**src/rtl/out_wrapper_pkg.sv**
```systemverilog
// out_wrapper_pkg: shared types and helpers for the FP core output stage.
//   state_t     - handshake FSM states (IDLE, PRESENT, RELEASE)
//   FLG_*       - bit positions inside the 4-bit status flag vector
//   classify32  - IEEE754 single-precision class of a 32-bit word
package out_wrapper_pkg;

   typedef enum logic [1:0] {
      IDLE    = 2'd0,
      PRESENT = 2'd1,
      RELEASE = 2'd2
   } state_t;

   localparam int FLG_NAN  = 3;
   localparam int FLG_INF  = 2;
   localparam int FLG_ZERO = 1;
   localparam int FLG_SUB  = 0;

   // Returns {nan, inf, zero, subnormal}; normal numbers yield 4'b0000.
   function automatic logic [3:0] classify32(input logic [31:0] v);
      logic [7:0]  exp_f;
      logic [22:0] frac_f;
      logic [3:0]  flg;
      exp_f  = v[30:23];
      frac_f = v[22:0];
      flg    = '0;
      flg[FLG_NAN]  = (exp_f == 8'hFF) && (frac_f != '0);
      flg[FLG_INF]  = (exp_f == 8'hFF) && (frac_f == '0);
      flg[FLG_ZERO] = (exp_f == 8'h00) && (frac_f == '0);
      flg[FLG_SUB]  = (exp_f == 8'h00) && (frac_f != '0);
      return flg;
   endfunction

endpackage

```
**src/rtl/out_wrapper_fifo.sv**
```systemverilog
// out_fifo: DEPTH-entry result buffer between the FP core and the handshake FSM.
// Ports:
//   clk, rst      clock / async active-high reset (empties the buffer)
//   push, wdata   write request and data
//   pop           read request; head advances on the edge it is seen
//   head          entry at the read pointer (valid when !empty)
//   count         number of stored entries, $clog2(DEPTH)+1 bits
//   full, empty   status decodes of count
// A push while full is still taken when a pop happens on the same edge,
// because the popped slot is exactly the one being written.
module out_fifo #(
   parameter int WIDTH = 32,
   parameter int DEPTH = 2
) (
   input  logic                       clk,
   input  logic                       rst,
   input  logic                       push,
   input  logic [WIDTH-1:0]           wdata,
   input  logic                       pop,
   output logic [WIDTH-1:0]           head,
   output logic [$clog2(DEPTH):0]     count,
   output logic                       full,
   output logic                       empty
);

   localparam int PTR_W = $clog2(DEPTH);
   localparam int CNT_W = PTR_W + 1;

   logic [WIDTH-1:0] mem [DEPTH];
   logic [PTR_W-1:0] wptr;
   logic [PTR_W-1:0] rptr;
   logic             push_ok;
   logic             pop_ok;

   assign full    = (count == CNT_W'(DEPTH));
   assign empty   = (count == '0);
   assign pop_ok  = pop && !empty;
   assign push_ok = push && (!full || pop_ok);
   assign head    = mem[rptr];

   // DEPTH is a power of two, so the pointers wrap naturally.
   always_ff @(posedge clk or posedge rst) begin
      if (rst) begin
         wptr  <= '0;
         rptr  <= '0;
         count <= '0;
      end else begin
         if (push_ok) wptr <= wptr + PTR_W'(1);
         if (pop_ok)  rptr <= rptr + PTR_W'(1);
         case ({push_ok, pop_ok})
            2'b10:   count <= count + CNT_W'(1);
            2'b01:   count <= count - CNT_W'(1);
            default: count <= count;
         endcase
      end
   end

   // Storage is not reset; entries are only observed while count says valid.
   always_ff @(posedge clk) begin
      if (push_ok) mem[wptr] <= wdata;
   end

endmodule

```
**src/rtl/out_wrapper.sv**
```systemverilog
// out_wrapper: output stage behind the FP core.
// Buffers doneFP/result pairs in a DEPTH-entry FIFO and hands them to the
// consumer one at a time over a 4-phase outReady/outAccepted handshake.
// Optional feature macro: OUT_STATUS_EN adds the outFlags port
// ({nan,inf,zero,subnormal} of outBus, needs WIDTH==32).
// Ports:
//   clk, rst      clock / async active-high reset
//   doneFP        1-cycle result-valid pulse from the FP core
//   result        FP core result, taken when doneFP=1
//   outBusy       buffer full (combinational), stalls further startFP
//   ovf           sticky: a result was dropped; cleared by rst only
//   outReady      outBus holds a valid result (registered)
//   outBus        presented result (registered)
//   outAccepted   consumer acknowledge
//   outFlags      status class of outBus (OUT_STATUS_EN only)
//
// FSM states:
//   state   | meaning
//   IDLE    | nothing presented; load head into outBus when FIFO not empty
//   PRESENT | outReady=1, outBus stable; pop when outAccepted rises
//   RELEASE | outReady=0; wait for consumer to drop outAccepted
module out_wrapper
   import out_wrapper_pkg::*;
#(
   parameter int WIDTH = 32,
   parameter int DEPTH = 2
) (
   input  logic             clk,
   input  logic             rst,
   input  logic             doneFP,
   input  logic [WIDTH-1:0] result,
   output logic             outBusy,
   output logic             ovf,
   output logic             outReady,
   output logic [WIDTH-1:0] outBus,
   input  logic             outAccepted
`ifdef OUT_STATUS_EN
   ,
   output logic [3:0]       outFlags
`endif
);

   localparam int CNT_W = $clog2(DEPTH) + 1;

   state_t           state;
   state_t           state_nxt;
   logic             load_bus;
   logic             pop;
   logic             drop;
   logic [WIDTH-1:0] fifo_head;
   logic [CNT_W-1:0] fifo_count;
   logic             fifo_full;
   logic             fifo_empty;

   out_fifo #(
      .WIDTH (WIDTH),
      .DEPTH (DEPTH)
   ) u_fifo (
      .clk   (clk),
      .rst   (rst),
      .push  (doneFP),
      .wdata (result),
      .pop   (pop),
      .head  (fifo_head),
      .count (fifo_count),
      .full  (fifo_full),
      .empty (fifo_empty)
   );

   assign outBusy = (fifo_count == CNT_W'(DEPTH));
   assign drop    = doneFP && fifo_full && !pop;

   always_comb begin
      state_nxt = state;
      load_bus  = 1'b0;
      pop       = 1'b0;
      case (state)
         IDLE: begin
            if (!fifo_empty) begin
               load_bus  = 1'b1;
               state_nxt = PRESENT;
            end
         end
         PRESENT: begin
            if (outAccepted) begin
               pop       = 1'b1;
               state_nxt = RELEASE;
            end
         end
         RELEASE: begin
            if (!outAccepted) state_nxt = IDLE;
         end
         default: state_nxt = IDLE;
      endcase
   end

   always_ff @(posedge clk or posedge rst) begin
      if (rst) begin
         state    <= IDLE;
         outReady <= 1'b0;
         outBus   <= '0;
         ovf      <= 1'b0;
      end else begin
         state    <= state_nxt;
         // Registered decode: high exactly while state is PRESENT.
         outReady <= (state_nxt == PRESENT);
         if (load_bus) outBus <= fifo_head;
         if (drop)     ovf    <= 1'b1;
      end
   end

`ifdef OUT_STATUS_EN
   if (WIDTH != 32) begin : g_width_chk
      $error("out_wrapper: OUT_STATUS_EN needs WIDTH == 32");
   end

   always_ff @(posedge clk or posedge rst) begin
      if (rst) begin
         outFlags <= '0;
      end else if (load_bus) begin
         outFlags <= classify32(fifo_head[31:0]);
      end
   end
`endif

endmodule
```
**config.mk**
```make
export PLATFORM = sky130hd
export DESIGN_NAME = out_wrapper
export DESIGN_NICKNAME = d
export VERILOG_FILES = /design/src/rtl/out_wrapper_pkg.sv /design/src/rtl/out_wrapper_fifo.sv /design/src/rtl/out_wrapper.sv
export SDC_FILE = /design/constraint.sdc
export NUM_CORES = 1
export LEC_CHECK = 0
export ABC_AREA = 0
export BUFFER_PORTS_ARGS = -buffer_cell sky130_fd_sc_hd__buf_2
export CORE_MARGIN = 2
export CORE_UTILIZATION = 59
export CTS_CLUSTER_DIAMETER = 30
export DETAILED_ROUTE_END_ITERATION = 8
export PLACE_DENSITY_LB_ADDON = 0.15
export SLEW_MARGIN = 20
export SYNTH_ARGS = -nofsm -noshare
export SYNTH_HDL_FRONTEND = slang
export SYNTH_HIERARCHICAL = 1
export SYNTH_SLANG_ARGS = --single-unit
export TNS_END_PERCENT = 20
```
**constraint.sdc**
```tcl
create_clock -name clk -period 7.45 [get_ports clk]
set_input_delay 1.49 -clock clk [delete_from_list [all_inputs] [get_ports clk]]
set_output_delay 1.49 -clock clk [all_outputs]
set_load 0.005 [all_outputs]
```
# ---- Word-level counts from Yosys, hierarchy flattened
# Memories as Yosys holds them, arrays and structs flattened. A register that Yosys moved wholly into a read port is not among the register bits.
# Index checks and enable logic that the tools add are counted.
dict set report classes {
  shift 0
  order_cmp 0
  reduce_logical 11
  add_sub_neg 4
  bitwise_logic 0
  n_mux 11
  div 0
  n_eq_ne 6
  n_mul 0
}
# cell count
set op_table {}
lappend op_table {{== test 2 x 1 -> 1 bit, second input constant} 3}
lappend op_table {{== test 2 bit, second input constant} 3}
lappend op_table {{two-way mux 1 bit} 6}
lappend op_table {{two-way mux 2 bit} 3}
lappend op_table {{one-hot mux 2 bit (3 select lines)} 1}
lappend op_table {{logical AND 1 bit} 4}
lappend op_table {{logical NOT 2 bit} 2}
lappend op_table {{one-hot mux 2 bit (2 select lines)} 1}
lappend op_table {{logical NOT 1 bit} 3}
lappend op_table {{adder 1 bit, second input constant} 2}
lappend op_table {{adder 2 x 1 -> 2 bit, second input constant} 1}
lappend op_table {{nonzero test 2 bit} 1}
lappend op_table {{subtractor 2 x 1 -> 2 bit, second input constant} 1}
lappend op_table {{logical OR 1 bit} 1}
dict set report word_totals {
  inputBits 36
  ramBits 64
  word_cells 39
  reg_bits 8
  memories 1
  latchBits 0
  romBits 0
  output_inout_bits 35
}
# name depth word_bits rd rd_clocked_by_memory_dff wr line_no
set mem_list {}
lappend mem_list {u_fifo.mem 2 32 1 1 1 out_wrapper_fifo.sv:29} ;# logic [WIDTH-1:0] mem [DEPTH];

# ---- Logic depth before layout (Yosys ltp)
# Gate-level depths: netlist of run 1.
dict set report depth {
  ltp_word 7
  depth_mapped 4
  mapped_depth_nobuf 4
}

# ---- Hierarchy
# The synthesis of run 1 kept the hierarchy.
# module seq_area_each_um2 n_inst cells_per_inst area_per_inst_um2
set by_module_without_submodules {}
lappend by_module_without_submodules {out_fifo 2021.9 1 125 2526.2}
lappend by_module_without_submodules {out_wrapper 900.9 1 82 1377.6}

# ---- Worst setup path after synthesis of run 1
# OpenSTA, ideal clock, no wires.
dict set report synth_timing {
  kind {input to register}
  start {in outAccepted}
  end {mem u_fifo.mem[0][0] (enable)}
  t_required_ns 7.029
  stages 4
  n_path_buf 0
  t_arrival_ns 3.269
  setup_slack_ns 3.760
  setup_time_ns 0.421
  cell_sequence {and3b_1 -> or3b_1 -> nand2_2 -> nor2_1}
}
dict set report synth_via {
  elab_chain_len 7
}
# element line_no
set synth_lines {}
lappend synth_lines {{start, declared} out_wrapper.sv:36} ;# input logic outAccepted
lappend synth_lines {{two-way mux 1 bit} out_wrapper.sv:85} ;# if (outAccepted) begin
lappend synth_lines {{two-way mux 1 bit} out_wrapper.sv:77} ;# case (state)
lappend synth_lines {{logical AND 1 bit} out_wrapper_fifo.sv:37} ;# assign pop_ok = pop && !empty;
lappend synth_lines {{logical OR 1 bit} out_wrapper_fifo.sv:38} ;# assign push_ok = push && (!full || pop_ok);
lappend synth_lines {{logical AND 1 bit} out_wrapper_fifo.sv:38}
lappend synth_lines {{two-way mux 1 bit} out_wrapper_fifo.sv:60} ;# if (push_ok) mem[wptr] <= wdata;
lappend synth_lines {{two-way mux 1 bit (not written as such)} out_wrapper_fifo.sv:60}
lappend synth_lines {{end, declared} out_wrapper_fifo.sv:29}
# Every way passes these cells.

# ---- Worst setup path in the final report of run 1
dict set report layout_timing {
  start {in outAccepted}
  end {mem u_fifo.mem[0][11] (enable)}
}
dict set report layout_via {
  elab_chain_len 7
}
# element line_no
set layout_lines {}
lappend layout_lines {{two-way mux 1 bit} out_wrapper.sv:85}
lappend layout_lines {{two-way mux 1 bit} out_wrapper.sv:77}
lappend layout_lines {{named net pop} out_wrapper.sv:48} ;# logic pop;
lappend layout_lines {{logical AND 1 bit} out_wrapper_fifo.sv:37}
lappend layout_lines {{logical OR 1 bit} out_wrapper_fifo.sv:38}
lappend layout_lines {{logical AND 1 bit} out_wrapper_fifo.sv:38}
lappend layout_lines {{two-way mux 1 bit} out_wrapper_fifo.sv:60}
lappend layout_lines {{two-way mux 1 bit (not written as such)} out_wrapper_fifo.sv:60}
# The timed path passes the listed nets, and every way through them passes these cells.

==> summary.md, run 1 <==
| Metric | Value |
|---|---|
| Status | `finished clean` |
| CTS Buf Count | `9` |
| Initial antenna violation count | `0` |
| Die Ht | `85.34 µm` |
| Synth top area share | `0.4923` |
| Post-CTS Setup Bufs | `0` |
| First-pass GRT wire length | `9846 µm` |
| Max-cap violations | `0` |
| CTS Root Cell | `clkbuf_8` |
| Hold Crit Start | `outBus[26]$_DFFE_PP0P_` |
| Fmax | `0.3501 GHz` |
| Hold Crit Depth | `1` |
| Grt ovf | `0` |
| Post-cts resize count | `0` |
| Via count | `1933` |
| CP startpoint | `outAccepted` |
| Antenna Nets Post-Route | `0` |
| Starting Density | `0.6113` |
| Hold Path Class | `reg2reg` |
| Fin crit share | `0.3834` |
| Ports | `71` |
| Hold_buf cts | `0` |
| WP data required | `7.43 ns` |
| Unrepaired setup endpoints after global routing | `no` |
| RePlAce Congestion | `0.7255` |
| Power per standard cell area | `400.2 mW/mm²` |
| Syn Inst Count | `207` |
| Post-DR vias/cell | `5.281` |
| RR Endpoint | `u_fifo/mem[0][11]$_DFFE_PP_` |
| DRC Markers | `0` |
| CP Data Arrival Time | `2.83 ns` |
| Row count | `29` |
| Clk sinks | `104` |
| Critical Path End Type | `flip-flop` |
| Clk Latency, worst-skew pair | `0.35 ns` |
| Vias in the first global route | `2024` |
| Setup CP Type | `in2reg` |
| Mapped Nets | `243` |
| R2R depth | `4` |
| Core Region | `0.006386 mm²` |
| Antenna cells | `0` |
| Fin Clk Skew | `0.006228 ns` |
| Cells taking the most area after synthesis | `edfxtp_1 49%, dfrtp_1 26%, mux2_2 18%` |
| Synth Flop Type | `edfxtp_1` |
| Hpwl dp | `3966 µm` |
| Worst reg2reg startpoint | `state[1]$_DFF_PP0_` |
| Slew margin rel. | `0.3710` |
| Chip width | `85.34 µm` |
| Final Setup Violations | `0` |
| Yosys warning count | `6` |
| Pre-CTS WS | `4.202 ns` |
| Number of synthesized flops with an enable pin | `64` |
| Post-synth top cells | `64 x edfxtp_1, 62 x mux2_2, 40 x dfrtp_1, 4 x buf_2, 4 x nor2_1` |
| Routed WL per cell | `16.58 µm` |
| Nets | `320` |
| CTS tree | `yes` |
| End-of-flow core utilization | `0.7042` |
| PnR worst setup slack | `4.594 ns` |
| PortBufs | `70` |
| Worst-case clock buffer depth | `2` |
| Kind of start point of the critical path | `primary input` |
| Sequential fraction of the synthesis area | `0.7487` |
| Final hold vios | `0` |
| Tot GR Track Use | `0.1814` |
| Async SR Flop Fraction | `0.3846` |
| Syn Area/Cell | `18.86 µm²` |
| Max VDD drop | `0.0002338 V` |
| Crit path max fanout | `32` |
| TNS Setup | `0 ns` |
| Most frequent cell after synthesis | `edfxtp_1` |
| Worst-Margin Slew | `0.9413 ns` |
| Largest net degree at the start of global routing | `37` |
| Cell Area, Synth | `0.003904 mm²` |
| Share of layout cells above drive strength 1 | `0.5225` |
| Starting DRT DRC Count | `91` |
| WHS Endpoint | `outBus[26]$_DFFE_PP0P_` |
| Synth area leader | `edfxtp_1` |
| Leakage | `1.773 nW` |
| Final Slew Violations | `0` |
| WHS | `0.4824 ns` |
| Synth Register Bits | `104` |
| Cell variety after synth | `26` |
| Min Tclk post-route | `2.856 ns` |
| DRT Pass-1 Iters | `4` |
| Clk slew on worst S/H paths | `0.09 ns` |
| P&R area growth vs syn | `15.19%` |
| Die ar. | `0.007283 mm²` |
| R2r setup slk | `5.31 ns` |
| DRT Wirelength | `6069 µm` |
| Htree depth | `3` |
power breakdown:
part	switching (W)	internal, W	leakage, nW
Sequential	0.0000925	0.000824	1.06
Clock	0.000168	0.000140	0.0854
Combinational	0.000252	0.000323	0.624
Total	0.000512	0.00129	1.77
cells by family after synthesis:
kind of cell    Yosys count  share of synthesized area
flops                   104                     0.7487
mux                      65                     0.1872
simple gates             18                    0.02917
buf+inv                  10                    0.01667
compound gates            7                    0.01154
xor+xnor                  3                   0.006732
cell type report:
class	instances	area (µm²)
repair buffers	73	372.9
fillers	426	1889
inverters	3	11.26
well taps	77	96.34
clock inverters	1	3.754
clock buffers	15	166.4
flip-flops and latches	104	2923
multi-input cells	93	923.4
routing by layer:
metal / part of all wire / wire length (µm) / track usage
met2: 0.50 / 3007 / 0.2898
met3: 0.053 / 321 / 0.06128
met1: 0.44 / 2663 / 0.2357
met5: 0 / 0 / 0
met4: 0.013 / 77 / 0.06205
stage by stage:
step | instance area, µm² | power (W) | cells
floorplan | 3904 | 0.001336 | 207
global placement | 4327 | 0.001492 | 350
detailed placement | 4327 | 0.001516 | 350
CTS | 4497 | 0.001823 | 366
global route | 4497 | 0.001909 | 366
finish | 4497 | 0.001799 | 366
cell usage in the layout, fill, tap and decap left out, drive strengths merged, types with 2 or more instances in the layout:
master / instances
buf: 73
edfxtp: 64
mux2: 64
dfrtp: 40
clkbuf: 15
nor2: 4
nor2b: 3
nand2: 3
a211oi: 2
clkinv: 2
xnor2: 2
nand2b: 2
a21oi: 2
inv: 2
registers in the layout, indices dropped and copies added, names as in the netlist:
name and count:
ovf 1, outBus 32, state 2, u_fifo/wptr 1
u_fifo/mem 64, outReady 1, u_fifo/rptr 1, u_fifo/count 2
critical path: stages:
cell and delay (ns):
buf_2 0.11, and3b_1 0.25, or3b_1 0.16, nand2_2 0.08
nor2_4 0.72
how the worst max path moves through the flow:
stage / endpoint
after floorplan: u_fifo/mem[0][0]$_DFFE_PP_
after global placement: u_fifo/mem[0][1]$_DFFE_PP_
after detailed placement: u_fifo/mem[0][26]$_DFFE_PP_
after CTS: u_fifo/mem[0][14]$_DFFE_PP_
after global routing: u_fifo/mem[0][28]$_DFFE_PP_
final: u_fifo/mem[0][11]$_DFFE_PP_
Note: power is estimated with default switching activity, not from simulation.
==> inputs of run 2 (changes only) <==
ABC_AREA = 1   (was 0)
CORE_UTILIZATION = 55   (was 59)
clock period = 2.7 ns   (was 7.45 ns; I/O delays follow)
==> summary.md, run 2 <==
| Metric | Value |
|---|---|
| RePlAce Congestion | `0.6964 (was 0.7255)` |
| Largest regs | `u_fifo/mem (64), outBus (32) (unchanged)` |
| Max-cap violations | `0 (unchanged)` |
| DRT Wirelength | `7613 µm (was 6069 µm)` |
| Row count | `31 (was 29)` |
| Clock Power Share | `0.198 (was 0.171)` |
| Worst reg2reg startpoint | `state[1]$_DFF_PP0_ (unchanged)` |
| Fin crit share | `0.5806` |
| Final hold vios | `0 (unchanged)` |
| XOR/XNOR Fraction of Synth Area | `0.006532 (was 0.006731)` |
| Compound-Gate Fraction of Synth Area | `0.006221 (was 0.01154)` |
| Tot GR Track Use | `0.2060 (was 0.1814)` |
| Antenna cells | `0 (unchanged)` |
| Ports | `71 (unchanged)` |
| Crit path buf inv count | `2 (was 1)` |
| Post-CTS Setup Bufs | `0 (unchanged)` |
| Via count | `2667 (was 1933)` |
| Syn Inst Count | `359 (was 207)` |
| Met2 usage | `0.3407 (was 0.2898)` |
| Most frequent cells in the layout | `170 x nand2_1, 70 x buf_2, 64 x edfxtp_1 (was 70 x buf_2, 64 x edfxtp_1, 62 x mux2_2)` |
| Die ar. | `0.008014 mm² (was 0.007283 mm²)` |
| Hold_buf cts | `0 (unchanged)` |
| Power per standard cell area | `1132 mW/mm² (was 400.2 mW/mm²)` |
| Commonest non-fill, non-tap cell in the layout | `nand2_1 (was buf_2)` |
| FILL cells | `556 (was 426)` |
| Fmax | `0.6379 GHz` |
| Max reg flops | `64 (unchanged)` |
| Cells taking the most area after synthesis | `edfxtp_1 48%, dfrtp_1 25%, nand2_1 16% (was edfxtp_1 49%, dfrtp_1 26%, mux2_2 18%)` |
| RR Endpoint | `u_fifo/mem[1][26]$_DFFE_PP_ (was u_fifo/mem[0][11]$_DFFE_PP_)` |
| Post-synth top cells | `170 x nand2_1, 64 x edfxtp_1, 40 x dfrtp_1, 35 x nand3_1, 12 x inv_1 (was 64 x edfxtp_1, 62 x mux2_2, 40 x dfrtp_1, 4 x buf_2, 4 x nor2_1)` |
| DRT Pass-1 Iters | `4 (unchanged)` |
| Placed cell areas | `0.004477 mm² (was 0.004327 mm²)` |
| Mapped Nets | `395 (was 243)` |
| Status | `finished clean (unchanged)` |
| Worst-Margin Slew | `0.6640 ns (was 0.9413 ns)` |
| R2R depth | `6 (was 4)` |
| DRC Markers | `0 (unchanged)` |
| CTS Buf Count | `9 (unchanged)` |
| Starting Density | `0.5606 (was 0.6113)` |
| Syn Area/Cell | `11.21 µm² (was 18.86 µm²)` |
| Routed WL per cell | `14.26 µm (was 16.58 µm)` |
| Final Setup Violations | `0 (unchanged)` |
| Setup CP Type | `reg2out (was in2reg)` |
| Chip width | `89.52 µm (was 85.34 µm)` |
| Unrepaired setup endpoints after global routing | `no (unchanged)` |
| Sequential Power Share | `0.460 (was 0.510)` |
| Mux contribution to synthesized area | `0 (was 0.1872)` |
| Crit path max fanout | `5 (was 32)` |
| Hpwl dp | `4717 µm (was 3966 µm)` |
| Most frequent cell after synthesis | `nand2_1 (was edfxtp_1)` |
| Cell Area, Synth | `0.004023 mm² (was 0.003904 mm²)` |
| Synth area leader | `edfxtp_1 (unchanged)` |
| Initial antenna violation count | `0 (unchanged)` |
| Final Slew Violations | `0 (unchanged)` |
| Clk slew on worst S/H paths | `0.10 ns (was 0.09 ns)` |
| Worst-case clock buffer depth | `2 (unchanged)` |
| Vias in the first global route | `2513 (was 2024)` |
| CTS Root Cell | `clkbuf_8 (unchanged)` |
| Cell variety after synth | `20 (was 26)` |
| Clk Latency, worst-skew pair | `0.36 ns (was 0.35 ns)` |
| Hold Path Class | `in2async (was reg2reg)` |
| Crit path largest cell delay | `0.43 ns (was 0.72 ns)` |
| Post-DR vias/cell | `4.994 (was 5.281)` |
| PortBufs | `70 (unchanged)` |
| Combinational Power Share | `0.342 (was 0.320)` |
| Cell-internal power | `0.003389 W (was 0.001287 W)` |
| Largest family of logic cells by synthesized area | `simple AND/OR/NAND/NOR gates (was multiplexers)` |
| Kind of start point of the critical path | `flip-flop (was primary input)` |
| Starting DRT DRC Count | `191 (was 91)` |
| PnR Total Power | `0.005314 W (was 0.001799 W)` |
| Crit path max-delay cell type | `dfrtp_1 (was nor2_4)` |
| CTS tree | `yes (unchanged)` |
| Async SR Flop Fraction | `0.3846 (unchanged)` |
| Die Ht | `89.52 µm (was 85.34 µm)` |
| Psw | `0.001925 W (was 0.0005123 W)` |
| Sw frac | `0.3623 (was 0.2847)` |
| R2r setup slk | `1.14 ns (was 5.31 ns)` |
| Min Tclk post-route | `1.568 ns` |
| Antenna Nets Post-Route | `0 (unchanged)` |
| Synth Area in Simple Gates | `0.2205 (was 0.02917)` |
| Sequential fraction of the synthesis area | `0.7266 (was 0.7487)` |
| Clk sinks | `104 (unchanged)` |
| Post-cts resize count | `0 (unchanged)` |
| Core Region | `0.007176 mm² (was 0.006386 mm²)` |
| Synth top area share | `0.4778 (was 0.4923)` |
| Synth Area in Adders | `0 (unchanged)` |
| Met1 usage | `0.2727 (was 0.2357)` |
| Critical-path cell list | `inv_1, nor2_1, buf_2 (was buf_2, and3b_1, or3b_1, nand2_2, nor2_4)` |
| Fin Clk Skew | `0.007886 ns (was 0.006228 ns)` |
| Critical Path End Type | `output pin (was flip-flop)` |
| Nets | `466 (was 320)` |
| Number of synthesized flops with an enable pin | `64 (unchanged)` |
| Htree depth | `3 (unchanged)` |
| First-pass GRT wire length | `12030 µm (was 9846 µm)` |
| Gr busiest metal | `met2 (unchanged)` |
| Met3 GRT Util | `0.03693 (was 0.06128)` |
| CP Data Arrival Time | `1.03 ns (was 2.83 ns)` |
| Grt ovf | `0 (unchanged)` |
| TNS Setup | `0 ns (unchanged)` |
| P&R area growth vs syn | `16.73% (was 15.19%)` |
| Share of layout cells above drive strength 1 | `0.2345 (was 0.5225)` |
| Synth Register Bits | `104 (unchanged)` |
| Slew margin rel. | `0.5546 (was 0.3710)` |
| Leakage | `2.240 nW (was 1.773 nW)` |
| WP data required | `2.16 ns (was 7.43 ns)` |
| Yosys warning count | `6 (unchanged)` |
| Largest net degree at the start of global routing | `35 (was 37)` |
| Top Family by Delay on Critical Path | `flip-flops (was simple AND/OR/NAND/NOR gates)` |
| Largest register by flop count | `u_fifo/mem (unchanged)` |
| Post-route cell area | `0.004696 mm² (was 0.004497 mm²)` |
| Max VDD drop | `0.0004908 V (was 0.0002338 V)` |
| Synth Flop Type | `edfxtp_1 (unchanged)` |
[run 2: cell types whose count changed after synthesis, moves of 3 or more]
cell	before	now
nor2b_1	3	0
nand2_1	2	170
nand3_1	0	35
inv_1	3	12
buf_4	0	3
mux2_2	62	0
buf_2	4	9
[run 2: worst reg2reg max path, cell delays in order, from the launching register on]
cell     delay (ns)
dfrtp_1        0.43
inv_1          0.09
nand3_1        0.08
inv_1          0.16
o21ai_2        0.14
nor2_4         0.12
buf_12         0.22
[run 2: cell families after synthesis]
| group | Yosys count |
|---|---|
| AO/OA/AOI/OAI | 4 |
| XOR/XNOR | 3 |
| flip-flops | 104 |
| AND/OR/NAND/NOR | 217 |
| buffers and inverters | 31 |
[run 2: layout make-up]
cell class                      instances  area, µm²  area share
Clock buffer                           10      127.6     0.02718
Clock inverter                          6      91.34     0.01945
Inverter                               15      56.30     0.01199
Multi-Input combinational cell        224      953.4      0.2030
Sequential cell                       104       2923      0.6224
Tap cell                               99      123.9     0.02638
Timing Repair Buffer                   76      420.4     0.08953
[run 2: worst max-delay path by stage]
stage                                            from                          end  slack (ns)  cells after the start
after floorplan                           outAccepted   u_fifo/mem[0][0]$_DFFE_PP_        0.06                      4
after global placement                    outAccepted  u_fifo/mem[0][21]$_DFFE_PP_         1.0                      6
after detailed placement                  outAccepted  u_fifo/mem[1][21]$_DFFE_PP_        0.99                      6
after CTS                 u_fifo/count[1]$_DFFE_PP0P_                      outBusy        1.13                      3
after global routing               state[1]$_DFF_PP0_  u_fifo/mem[0][14]$_DFFE_PP_        1.02                      6
final                     u_fifo/count[1]$_DFFE_PP0P_                      outBusy        1.13                      3
[run 2: routing by layer]
| metal | part of all wire | wire, µm | up-vias |
|---|---|---|---|
| li1 | - | - | 1306 |
| met1 | 0.43 | 3246 | 1272 |
| met2 | 0.50 | 3843 | 80 |
| met3 | 0.056 | 423 | 9 |
| met4 | 0.013 | 100 | 0 |
| met5 | 0 | 0 | - |
[run 2: power by group through the flow]
stage	clock network, W	logic [W]	registers [W]
after global placement	0	0.00179	0.00246
after detailed placement	0	0.00184	0.00248
after CTS	0.00107	0.00185	0.00245
final	0.00105	0.00182	0.00245
after floorplan	0	0.00125	0.00249
after global routing	0.00114	0.00208	0.00250
[run 2: through the flow]
| stage | setup WS, ns | instances | hold WS, ns | utilization |
|---|---|---|---|---|
| floorplan | 0.06109 | 359 | 0.3061 | - |
| global placement | 0.9979 | 518 | 0.4399 | 0.6239 |
| detailed placement | 0.9877 | 518 | 0.4399 | 0.6239 |
| CTS | 1.129 | 534 | 0.04221 | 0.6544 |
| global route | 1.024 | 534 | 0.06170 | 0.6544 |
| finish | 1.132 | 534 | 0.04624 | 0.6544 |
==> inputs of run 3 (changes only) <==
clock period = 1.5 ns   (was 2.7 ns; I/O delays follow)
==> summary.md, run 3 (same netlist as run 2, synthesis figures left out) <==
| Metric | Value |
|---|---|
| Final hold vios | `0 (unchanged)` |
| FILL cells | `531 (was 556)` |
| Hpwl dp | `4719 µm (was 4717 µm)` |
| Die ar. | `0.008014 mm² (unchanged)` |
| Max reg flops | `64 (unchanged)` |
| Starting Density | `0.5606 (unchanged)` |
| DRT Pass-1 Iters | `4 (unchanged)` |
| Tot GR Track Use | `0.2045 (was 0.2060)` |
| Initial antenna violation count | `0 (unchanged)` |
| DRT Wirelength | `8443 µm (was 7613 µm)` |
| Nets | `496 (was 466)` |
| Most frequent cells in the layout | `170 x nand2_1, 70 x buf_2, 64 x edfxtp_1 (unchanged)` |
| Post-route cell area | `0.005135 mm² (was 0.004696 mm²)` |
| Unrepaired setup endpoints after global routing | `yes (was no)` |
| Worst-Margin Slew | `0.3654 ns (was 0.6640 ns)` |
| Final Setup Violations | `0 (unchanged)` |
| Fmax | `0.6808 GHz` |
| Starting DRT DRC Count | `154 (was 191)` |
| Clk sinks | `104 (unchanged)` |
| Max VDD drop | `0.0009878 V (was 0.0004908 V)` |
| Antenna Nets Post-Route | `0 (unchanged)` |
| Grt ovf | `0 (unchanged)` |
| Min Tclk post-route | `1.469 ns` |
| Leakage | `2.429 nW (was 2.240 nW)` |
| Max-cap violations | `0 (unchanged)` |
| CTS tree | `yes (unchanged)` |
| Htree depth | `3 (unchanged)` |
| First-pass GRT wire length | `11940 µm (was 12030 µm)` |
| Routed WL per cell | `14.97 µm (was 14.26 µm)` |
| Chip width | `89.52 µm (unchanged)` |
| Clk Latency, worst-skew pair | `0.36 ns (about the same)` |
| Largest net degree at the start of global routing | `35 (unchanged)` |
| Die Ht | `89.52 µm (unchanged)` |
| Vias in the first global route | `2506 (was 2513)` |
| WP data required | `1.58 ns (was 2.16 ns)` |
| Fin Clk Skew | `0.01058 ns (was 0.007886 ns)` |
| CTS Buf Count | `9 (unchanged)` |
| Hold Path Class | `in2reg (was in2async)` |
| Kind of start point of the critical path | `flip-flop (unchanged)` |
| RePlAce Congestion | `0.7134 (was 0.6964)` |
| Post-DR vias/cell | `4.943 (was 4.994)` |
| Largest register by flop count | `u_fifo/mem (unchanged)` |
| Crit path max fanout | `9 (was 5)` |
| Ports | `71 (unchanged)` |
| R2r setup slk | `0.03 ns (was 1.14 ns)` |
| CTS Root Cell | `clkbuf_8 (unchanged)` |
| CP Data Arrival Time | `1.55 ns (was 1.03 ns)` |
| Row count | `31 (unchanged)` |
| Slew margin rel. | `0.7560 (was 0.5546)` |
| Antenna cells | `0 (unchanged)` |
| DRC Markers | `0 (unchanged)` |
| P&R area growth vs syn | `27.65% (was 16.73%)` |
| Largest regs | `u_fifo/mem (64), outBus (32) (unchanged)` |
| Worst-case clock buffer depth | `2 (unchanged)` |
| Power per standard cell area | `2088 mW/mm² (was 1132 mW/mm²)` |
| PortBufs | `70 (unchanged)` |
| Setup CP Type | `reg2reg (was reg2out)` |
| Commonest non-fill, non-tap cell in the layout | `nand2_1 (unchanged)` |
| Final Slew Violations | `0 (unchanged)` |
| Placed cell areas | `0.004612 mm² (was 0.004477 mm²)` |
| End-of-flow core utilization | `0.7156 (was 0.6544)` |
| Fin crit share | `0.9793` |
| Clk slew on worst S/H paths | `0.10 ns (about the same)` |
| Critical Path End Type | `flip-flop (was output pin)` |
| Core Region | `0.007176 mm² (unchanged)` |
| PnR Total Power | `0.01072 W (was 0.005314 W)` |
| Share of layout cells above drive strength 1 | `0.3183 (was 0.2345)` |
| Via count | `2788 (was 2667)` |
| Status | `finished clean (unchanged)` |
## run 3: changes by cell type in the layout (fill, tap and decap cells not counted), moves of 2 or more
cell,before,now
clkinv_1,2,0
bufinv_16,2,0
nand2_8,0,3
clkinvlp_4,0,2
inv_2,2,5
nand3_1,35,25
inv_1,11,7
buf_4,4,15
buf_6,0,7
nand3_2,1,11
buf_12,2,8
inv_4,0,3
clkbuf_16,0,2
## run 3: cell type report
type / count / area, µm² / share of cell area
well taps: 99 / 123.9 / 0.02412
multi-input cells: 227 / 1076 / 0.2096
repair buffers: 103 / 762.0 / 0.1484
flip-flops and latches: 104 / 2923 / 0.5692
inverters: 15 / 63.81 / 0.01243
clock buffers: 10 / 137.6 / 0.02680
clock inverters: 6 / 48.80 / 0.009503
## run 3: critical path: stages, from the launching register on
cell and delay, ns:
dfrtp_1 0.41, inv_2 0.07, nand3_2 0.07, inv_2 0.08, o21ai_4 0.09, buf_6 0.14
nor2_4 0.12, buf_4 0.21
## run 3: worst paths after layout
path | startpoint | cells past startpoint | to
min | result[2] | 1 | u_fifo/mem[1][2]$_DFFE_PP_
max | state[1]$_DFF_PP0_ | 7 | u_fifo/mem[0][19]$_DFFE_PP_
max reg2reg | state[1]$_DFF_PP0_ | 7 | u_fifo/mem[0][19]$_DFFE_PP_
max in group asynchronous | rst | 4 | outBus[15]$_DFFE_PP0P_
min in group asynchronous | rst | 3 | u_fifo/wptr$_DFFE_PP0P_
min reg2reg | outBus[24]$_DFFE_PP0P_ | 2 | outBus[24]$_DFFE_PP0P_
## run 3: report_power, final
group | internal [W] | switching [W]
Sequential | 0.00403 | 0.000334
Clock | 0.000670 | 0.000970
Combinational | 0.00198 | 0.00273
Total | 0.00668 | 0.00404
## run 3: what timing repair did
| item | 4_1_cts | 5_1_grt |
|---|---|---|
| resized for setup | 3 | 26 |
| setup buffers | 1 | 9 |
| setup endpoints to repair | 46 | 82 |
| hold buffers | 1 | 0 |
| cloned | 1 | 5 |
| hold endpoints to repair | 19 | 0 |
| pin swaps | 4 | 9 |
## run 3: routing by layer
metal	routed length, µm	GRT usage	up-vias
li1	-	-	1375
met1	3644	0.2601	1317
met2	4264	0.3535	82
met3	384	0.04524	14
met4	149	0.06106	0
met5	0	0	-
## run 3: per-stage QoR
stage	hold WS [ns]	cells	setup TNS (ns)	worst slack [ns]
finish	0.1162	564	0	0.03110
global route	0.09657	564	-0.3788	-0.01887
CTS	0.1051	550	0	0.007455
detailed placement	0.2068	531	-10.13	-0.3153
global placement	0.2069	531	-9.588	-0.3019
floorplan	0.06608	359	-9.435	-0.1588
